[src/rtl/run_stepper_if.sv]
// ----------------------------------------------------------------------------
// run_stepper_if
//   Groups the control, processor-handshake and trace-read signals of
//   run_stepper. Clock and Reset stay as plain ports on the design.
//
//   Signals (direction as seen by the stepper, modport slave):
//     Start       in   one-cycle request to begin stepping
//     Stop        in   one-cycle request to end stepping
//     Step_N      in   instruction budget, latched at Start; 0 = until Stop
//     Done        in   processor instruction-complete strobe
//     pc          in   processor pc, sampled in the Done cycle
//     Trace_rd    in   pop the trace FIFO head
//     Run         out  processor run enable
//     Busy        out  high while stepping
//     Err         out  per-instruction timeout flag
//     Overflow    out  sticky trace-drop flag
//     Retired     out  instructions retired since last Start
//     Trace_valid out  trace FIFO non-empty
//     Trace_pc    out  FIFO head pc (first-word fall-through)
//     Trace_cyc   out  FIFO head cycle count (first-word fall-through)
// ----------------------------------------------------------------------------
interface run_stepper_if #(
    parameter int DATA_W = 16,
    parameter int CNT_W  = 8
);
    logic              Start;
    logic              Stop;
    logic [7:0]        Step_N;
    logic              Done;
    logic [DATA_W-1:0] pc;
    logic              Trace_rd;
    logic              Run;
    logic              Busy;
    logic              Err;
    logic              Overflow;
    logic [7:0]        Retired;
    logic              Trace_valid;
    logic [DATA_W-1:0] Trace_pc;
    logic [CNT_W-1:0]  Trace_cyc;

    // Debug host / processor side.
    modport master (
        output Start, Stop, Step_N, Done, pc, Trace_rd,
        input  Run, Busy, Err, Overflow, Retired, Trace_valid, Trace_pc, Trace_cyc
    );

    // Stepper side.
    modport slave (
        input  Start, Stop, Step_N, Done, pc, Trace_rd,
        output Run, Busy, Err, Overflow, Retired, Trace_valid, Trace_pc, Trace_cyc
    );
endinterface

[src/rtl/run_stepper.sv]
// ----------------------------------------------------------------------------
// run_stepper
//   Single-step / N-step controller for a processor core. While in RUN it
//   enables the processor, counts cycles per instruction, and logs
//   {pc, cycles} of every retired instruction into a first-word-fall-through
//   trace FIFO. Stepping ends after Step_N instructions (if nonzero) or on
//   Stop.
//
//   Optional feature: define RUN_STEPPER_TIMEOUT_EN to enable the
//   per-instruction timeout (RUN -> ERR when the cycle counter reaches
//   TIMEOUT without Done). Without it, Err is tied low and RUN never times
//   out.
//
//   Ports:
//     Clock  in  single clock, all state changes on rising edge
//     Reset  in  synchronous active-high reset
//     bus    run_stepper_if.slave  control, processor handshake, trace read
//
//   Parameters:
//     DATA_W  width of sampled pc
//     DEPTH   trace FIFO entries (power of two, >= 2)
//     CNT_W   width of per-instruction cycle counter
//     TIMEOUT max cycles per instruction before error (<= 2^CNT_W-1)
// ----------------------------------------------------------------------------
module run_stepper #(
    parameter int DATA_W  = 16,
    parameter int DEPTH   = 8,
    parameter int CNT_W   = 8,
    parameter int TIMEOUT = 64
) (
    input  logic          Clock,
    input  logic          Reset,
    run_stepper_if.slave  bus
);

    localparam int AW = $clog2(DEPTH);
    localparam int PW = AW + 1;   // extra wrap bit distinguishes full from empty
    localparam int EW = DATA_W + CNT_W;

    generate
        if (DEPTH < 2 || (DEPTH & (DEPTH - 1)) != 0 ||
            TIMEOUT < 1 || TIMEOUT > (1 << CNT_W) - 1) begin : g_bad_params
            $error("run_stepper: illegal DEPTH/TIMEOUT/CNT_W combination");
        end
    endgenerate

    typedef enum logic [1:0] {
        IDLE = 2'd0,
        RUN  = 2'd1,
        ERR  = 2'd2
    } state_t;

    state_t            state;
    logic [CNT_W-1:0]  cnt;
    logic [7:0]        retired;
    logic [7:0]        step_n;
    logic              overflow;
    logic [PW-1:0]     wr_ptr;
    logic [PW-1:0]     rd_ptr;
    logic [EW-1:0]     mem [DEPTH];

    logic in_run;
    logic push_req;
    logic push_ok;
    logic pop;
    logic empty;
    logic full;
    logic start_ok;
    logic step_last;
    logic cnt_sat;
    logic timeout_hit;

    assign in_run    = (state == RUN);
    assign push_req  = in_run && bus.Done;
    assign empty     = (wr_ptr == rd_ptr);
    assign full      = (wr_ptr[AW-1:0] == rd_ptr[AW-1:0]) && (wr_ptr[AW] != rd_ptr[AW]);
    assign pop       = bus.Trace_rd && !empty;
    // A pop in the same cycle frees the head slot, so a full FIFO still accepts.
    assign push_ok   = push_req && (!full || pop);
    assign cnt_sat   = (cnt == {CNT_W{1'b1}});
    assign step_last = push_req && (step_n != 8'd0) && ((retired + 8'd1) == step_n);

`ifdef RUN_STEPPER_TIMEOUT_EN
    logic err;

    assign start_ok    = ((state == IDLE) && bus.Start && !bus.Stop) ||
                         ((state == ERR)  && bus.Start);
    assign timeout_hit = in_run && !bus.Done && (cnt >= CNT_W'(TIMEOUT));
    assign bus.Err     = err;
`else
    assign start_ok    = (state == IDLE) && bus.Start && !bus.Stop;
    assign timeout_hit = 1'b0;
    assign bus.Err     = 1'b0;
`endif

    // Control FSM, cycle counter, retire counter and sticky flags.
    // NOTE: sequential state uses non-blocking assignments only, so every
    // register samples pre-edge values regardless of statement order.
    always_ff @(posedge Clock) begin
        if (Reset) begin
            state    <= IDLE;
            cnt      <= '0;
            retired  <= '0;
            step_n   <= '0;
            overflow <= 1'b0;
`ifdef RUN_STEPPER_TIMEOUT_EN
            err      <= 1'b0;
`endif
        end else begin
            if (start_ok) begin
                state    <= RUN;
                cnt      <= CNT_W'(1);
                retired  <= '0;
                step_n   <= bus.Step_N;
                overflow <= 1'b0;
`ifdef RUN_STEPPER_TIMEOUT_EN
                err      <= 1'b0;
`endif
            end else if (in_run) begin
                if (bus.Done) begin
                    retired <= retired + 8'd1;
                    cnt     <= CNT_W'(1);
                end else if (!cnt_sat) begin
                    cnt <= cnt + CNT_W'(1);
                end

                // Stop wins over timeout and budget exhaustion; a Done in
                // the same cycle has already been counted and logged above.
                if (bus.Stop) begin
                    state <= IDLE;
                end else if (timeout_hit) begin
                    state <= ERR;
`ifdef RUN_STEPPER_TIMEOUT_EN
                    err   <= 1'b1;
`endif
                end else if (step_last) begin
                    state <= IDLE;
                end
            end

            if (push_req && !push_ok) begin
                overflow <= 1'b1;
            end
        end
    end

    // Trace FIFO pointers.
    always_ff @(posedge Clock) begin
        if (Reset) begin
            wr_ptr <= '0;
            rd_ptr <= '0;
        end else begin
            if (push_ok) begin
                wr_ptr <= wr_ptr + PW'(1);
            end
            if (pop) begin
                rd_ptr <= rd_ptr + PW'(1);
            end
        end
    end

    // NOTE: the storage array has no reset; emptiness is defined by the
    // pointers alone, and leaving it unreset lets it map onto plain RAM.
    always_ff @(posedge Clock) begin
        if (push_ok) begin
            mem[wr_ptr[AW-1:0]] <= {bus.pc, cnt};
        end
    end

    assign bus.Run                      = in_run;
    assign bus.Busy                     = in_run;
    assign bus.Overflow                 = overflow;
    assign bus.Retired                  = retired;
    assign bus.Trace_valid              = !empty;
    assign {bus.Trace_pc, bus.Trace_cyc} = mem[rd_ptr[AW-1:0]];

endmodule

[src/flat_wrapper.sv]
// flat-port wrapper written by rule: the top's interface ports become plain ports
module run_stepper_flat 
#(
    parameter int DATA_W  = 16,
    parameter int DEPTH   = 8,
    parameter int CNT_W   = 8,
    parameter int TIMEOUT = 64
)
  (Clock, Reset, bus_Start, bus_Stop, bus_Step_N, bus_Done, bus_pc, bus_Trace_rd, bus_Run, bus_Busy, bus_Err, bus_Overflow, bus_Retired, bus_Trace_valid, bus_Trace_pc, bus_Trace_cyc);
  run_stepper_if #(.DATA_W(DATA_W), .CNT_W(CNT_W)) bus_i ();
  input  logic Clock;
  input  logic Reset;
  input wire logic [$bits(bus_i.Start)-1:0] bus_Start;
  input wire logic [$bits(bus_i.Stop)-1:0] bus_Stop;
  input wire logic [$bits(bus_i.Step_N)-1:0] bus_Step_N;
  input wire logic [$bits(bus_i.Done)-1:0] bus_Done;
  input wire logic [$bits(bus_i.pc)-1:0] bus_pc;
  input wire logic [$bits(bus_i.Trace_rd)-1:0] bus_Trace_rd;
  output wire logic [$bits(bus_i.Run)-1:0] bus_Run;
  output wire logic [$bits(bus_i.Busy)-1:0] bus_Busy;
  output wire logic [$bits(bus_i.Err)-1:0] bus_Err;
  output wire logic [$bits(bus_i.Overflow)-1:0] bus_Overflow;
  output wire logic [$bits(bus_i.Retired)-1:0] bus_Retired;
  output wire logic [$bits(bus_i.Trace_valid)-1:0] bus_Trace_valid;
  output wire logic [$bits(bus_i.Trace_pc)-1:0] bus_Trace_pc;
  output wire logic [$bits(bus_i.Trace_cyc)-1:0] bus_Trace_cyc;
  assign bus_i.Start = bus_Start;
  assign bus_i.Stop = bus_Stop;
  assign bus_i.Step_N = bus_Step_N;
  assign bus_i.Done = bus_Done;
  assign bus_i.pc = bus_pc;
  assign bus_i.Trace_rd = bus_Trace_rd;
  assign bus_Run = bus_i.Run;
  assign bus_Busy = bus_i.Busy;
  assign bus_Err = bus_i.Err;
  assign bus_Overflow = bus_i.Overflow;
  assign bus_Retired = bus_i.Retired;
  assign bus_Trace_valid = bus_i.Trace_valid;
  assign bus_Trace_pc = bus_i.Trace_pc;
  assign bus_Trace_cyc = bus_i.Trace_cyc;
  run_stepper #(.DATA_W(DATA_W), .DEPTH(DEPTH), .CNT_W(CNT_W), .TIMEOUT(TIMEOUT)) u_core (.Clock(Clock), .Reset(Reset), .bus(bus_i));
endmodule
[config.mk]
export PLATFORM = sky130hd
export DESIGN_NAME = run_stepper_flat
export DESIGN_NICKNAME = d
export VERILOG_FILES = /design/src/rtl/run_stepper_if.sv /design/src/rtl/run_stepper.sv /design/src/flat_wrapper.sv
export SDC_FILE = /design/constraint.sdc
export NUM_CORES = 1
export LEC_CHECK = 0
export CORE_MARGIN = 2
export CORE_UTILIZATION = 63
export CTS_CLUSTER_SIZE = 10
export DETAILED_ROUTE_END_ITERATION = 6
export GPL_TIMING_DRIVEN = 1
export PLACE_DENSITY = 0.85
export SYNTH_ARGS = -nofsm -noshare
export SYNTH_HDL_FRONTEND = slang
export SYNTH_SLANG_ARGS = --single-unit
[constraint.sdc]
create_clock -name Clock -period 11.55 [get_ports Clock]
set_clock_uncertainty 0.15 [all_clocks]
set_input_delay 2.31 -clock Clock [delete_from_list [all_inputs] [get_ports Clock]]
set_output_delay 2.31 -clock Clock [all_outputs]
set_load 0.05 [all_outputs]
Word level (Yosys, flattened, before mapping)
Memory sizes are Yosys's and may differ from the RTL's. A register that Yosys moved wholly into a read port is not among the register bits.
Cells that the tools add are included.
{"block": "totals", "elab_cells": 62, "ramBits": 192, "romBits": 0, "memories": 1, "input_bits": 30, "out_inout_bits": 37, "regBits": 35, "latch_bits": 0}
{"block": "classes", "order_cmp": 0, "multipliers": 0, "addsub": 4, "div_mod_pow": 0, "bitwise": 0, "n_eq_ne": 8, "reduce_logical": 26, "muxes": 14, "n_shift": 0}
{"name": "u_core.mem", "words": 8, "word_bits": 24, "read_ports": 1, "rd_ports_with_merged_regs": 1, "wr": 1, "line": "run_stepper.sv:60", "source": "logic [EW-1:0] mem [DEPTH];"}
{"op": "8-bit by 1-bit adder with 8-bit output, second input constant", "count": 2}
{"op": "8-bit 2-to-1 mux", "count": 2}
{"op": "2-bit AND reduction", "count": 5}
{"op": "1-bit logical AND", "count": 9}
{"op": "4-bit by 1-bit adder with 4-bit output, second input constant", "count": 2}
{"op": "8-bit == test", "count": 1}
{"op": "8-bit == test, second input constant", "count": 1}
{"op": "1-bit 2-to-1 mux", "count": 8}
{"op": "8-bit nonzero test", "count": 1}
{"op": "3-bit 2-to-1 mux", "count": 2}
{"op": "2-bit nonzero test", "count": 3}
{"op": "4-bit == test", "count": 1}
{"op": "1-bit zero test", "count": 4}
{"op": "2-bit 2-to-1 mux", "count": 2}
{"op": "3-bit == test", "count": 1}
{"op": "3-bit by 2-bit inequality test with 1-bit output, second input constant", "count": 1}
{"op": "3-bit nonzero test", "count": 1}
{"op": "2-bit by 1-bit == test with 1-bit output, second input constant", "count": 1}
{"op": "2-bit zero test", "count": 1}
{"op": "2-bit inequality test, second input constant", "count": 1}
{"op": "2-bit OR reduction", "count": 1}
{"op": "1-bit logical OR", "count": 1}
{"op": "1-bit inequality test", "count": 1}

Longest topological paths before layout
{"block": "logic_depth", "depth_word": 8, "ltp_mapped": 7}

Worst setup path before layout
OpenSTA, ideal clock, no wires.
{"block": "synth_path", "path_kind": "in2reg", "startpoint": "input bus_Done", "endpoint": "memory u_core.mem[1][0] (netlist bit) (enable)", "setup_ns": 0.475, "path_stages": 4, "arrival_ns": 5.255, "path_slack_ns": 5.670, "path_cell_list": "and2_1 buf_2 nand2_1 nor4b_1"}
{"block": "synth_between", "elab_chain_len": 4}
{"item": "from (decl)", "line": "flat_wrapper.sv:16", "source": "input wire logic [$bits(bus_i.Done)-1:0] bus_Done;"}
{"item": "1-bit logical AND", "line": "run_stepper.sv:74", "source": "assign push_req = in_run && bus.Done;"}
{"item": "1-bit logical AND", "line": "run_stepper.sv:79", "source": "assign push_ok = push_req && (!full || pop);"}
{"item": "1-bit 2-to-1 mux", "line": "run_stepper.sv:165", "source": "if (push_ok) begin"}
{"item": "1-bit 2-to-1 mux (not written as such)", "line": "run_stepper.sv:166", "source": "mem[wr_ptr[AW-1:0]] <= {bus.pc, cnt};"}
{"item": "to (decl)", "line": "run_stepper.sv:60"}
No other way between the ends.

==> out/summary.txt <==
Status: finished clean
RSZ-0062 raised after global routing: no
Worst r2r dst: u_core.mem[5][13]
CP cell instances: mux4_2, mux2_2, clkdlybuf4s50_1
Final setup violation count: 0
Crit path kind: register to output port
CP max stage cell: dfxtp_4
Vias in the first global route: 5,123
Final wirelength: 18.18 mm
Row cnt: 43
I/O Pins: 67
Initial DRT Pass Iterations: 5
Via count: 4,762
CTS H-tree depth: 1
Synth top area share: 63.30%
Worst setup SP type: register
Post-Syn Nets: 528
Syn Inst Count: 494
Actual slew at the worst max-slew pin: 1.187 ns
Register area: 0.006511 mm²
Max Slew Vio Count: 0
Core area: 0.01399 mm²
CTS sink cnt: 229
DP Wirelength: 9.840 mm
Number of synthesized flops with an enable pin: 192
First-pass GRT wire length: 28.54 mm
Skew-Pair Late Insertion Delay: 0.51 ns
Die span in y: 124.2 µm
Placer Congestion: 0.8156
Slew margin rel.: 20.51%
Max FO, Critical Path: 48
Synth warnings: 0
Final Hold Viols: 0
# port buffers: 65
Final ANT Viol Nets: 0
Via density: 6.168
#FFs+latches synth: 229
Clock slew at reported path FFs: 0.05 ns
Setup Fix Bufs, Post-CTS: 0
Fill cells: 760
Commonest non-fill, non-tap cells in the layout: 192 x edfxtp_1, 65 x clkdlybuf4s50_1, 48 x mux4_2
Gr usage total: 24.02%
Multi-input gate area: 0.002502 mm²
Worst Path Arrival: 3.15 ns
TNS Setup: 0 ns
Peak supply drop: 0.0001110 V
Fin crit period: 5.607 ns
Leakage: 3.388 nW
CP required: 9.09 ns
R2R Path Start: u_core.wr_ptr[2]
Max-cap check violation count: 0
Worst hold-check path type: register to register
Post-synth cell types: 44
Pwr dens: 162.0 mW/mm²
Peak Freq: 178.3 MHz
CTS Buf Count: 26
Most common cell after layout, fill and taps aside: edfxtp_1
Hold Crit Depth: 2
Routed length per instance: 23.54 µm
Main area contributors after synthesis: edfxtp_1 63%, mux4_2 12%, dfxtp_1 8.1%
CP endpoint kind: output port
Initial Utilization: 65.12%
Final Cycle Share: 48.55%
Post-CTS Hold Buffers: 0
Synth Cell Area: 0.009109 mm²
Horiz. Die Dim: 124.2 µm
Root Driver: clkbuf_16
Share of layout cells above drive strength 1: 21.96%
GR Overflow Total: 0
Starting DRT DRC Count: 329
Seq/Total Area, Yosys: 71.43%
Worst path max stage delay: 0.96 ns
Synth area leader: edfxtp_1
CTS tree: done
Hold path endpoint: u_core.bus.Overflow
Avg Cell Area, Syn: 18.44 µm²
Area Growth Syn to Fin: 17.88%
Initial antenna violation count: 0
Clk buf depth: 3
Asr flop ratio synth: 0%
Pre-CTS setup slack: 6.298 ns
Reg2Reg Depth: 6
# diodes: 0
# resized after CTS: 0
Worst Min Path Start: u_core.bus.Overflow
Main synth FF type: edfxtp_1
Die Area: 0.01544 mm²
Post-route setup slack: 5.943 ns
Nets: 606
Largest net degree at the start of global routing: 49
Total power: 1.740 mW
Worst R2R Setup Slack: 8.27 ns
DRC errors left: 0
## per-stage QoR
step	cell area [µm²]	hold WS, ns	cells	util [%]
global placement	9983	0.3120	724	71.37
global route	10740	0.3670	772	76.76
finish	10740	0.3291	772	76.76
floorplan	9109	0.3330	494	-
CTS	10740	0.3372	772	76.76
detailed placement	9983	0.3267	724	71.37
## cell type report
class / instances / area share (%)
clock buffer: 48 / 7.026
timing repair buffer: 76 / 6.828
multi-input combinational: 236 / 23.30
sequential: 229 / 60.64
inverter: 3 / 0.1049
tap: 180 / 2.097
## report_power, final
group	internal, mW	switching, mW
sequential	0.897	0.0138
combinational	0.0477	0.0507
clock	0.434	0.296
total	1.38	0.360
## cells in the mapped netlist (2+ instances only)
library cell  instances
edfxtp_1            192
mux4_2               48
dfxtp_1              37
nor2_1               26
mux2_2               24
xnor2_1              16
nand2_1              15
mux2i_1              11
a21oi_1              10
o21ai_0              10
buf_2                 9
nor3_1                9
xor2_1                9
nand3_1               8
clkbuf_1              7
buf_4                 6
or3_1                 6
buf_1                 4
ha_1                  4
nand4_1               4
nor3b_1               4
inv_1                 3
nand2b_1              3
nor4_1                3
o31ai_1               3
and3_1                2
nor2b_1               2
nor4b_1               2
xor2_2                2
## critical path, delay by kind of cell (launching register included)
family	cells	cell delay, ns
mux	2	0.91
flops	1	0.96
buf+inv	1	0.72
## layer usage
| metal | global-route usage, % | wire, µm |
|---|---|---|
| met1 | 32.00 | 7252 |
| met2 | 41.50 | 9564 |
| met3 | 4.131 | 1023 |
| met4 | 6.675 | 335 |
| met5 | 0 | 0 |
## worst max-delay path by stage
stage,from,to,slack (ns),cells past startpoint
2_1_floorplan,bus_Done,u_core.mem[1][0],5.67,4
3_3_place_gp,bus_Done,u_core.mem[5][17],6.37,6
3_5_place_dp,bus_Done,u_core.mem[5][17],6.30,6
4_1_cts,register,bus_Trace_cyc[5],5.87,3
5_1_grt,register,bus_Trace_cyc[1],5.74,3
6_report,register,bus_Trace_cyc[5],5.94,3
## sequential cells by signal, summed over array words and instances, names as in the netlist, named ones only
register	flops
u_core.mem	192
u_core.bus.Retired	8
u_core.cnt	8
u_core.step_n	8
u_core.rd_ptr	4
u_core.wr_ptr	4
u_core.bus.Overflow	1
u_core.state	1
## kinds of logic after synthesis
logic type      share of synthesized area [%]
compound gates                          2.555
fa+ha+maj                              0.5495
other cells                           0.04117
buf+inv                                 1.566
simple gates                            5.055
flops                                   71.43
xor+xnor                                2.761
mux                                     16.04
Note: power is estimated with default switching activity, not from simulation.
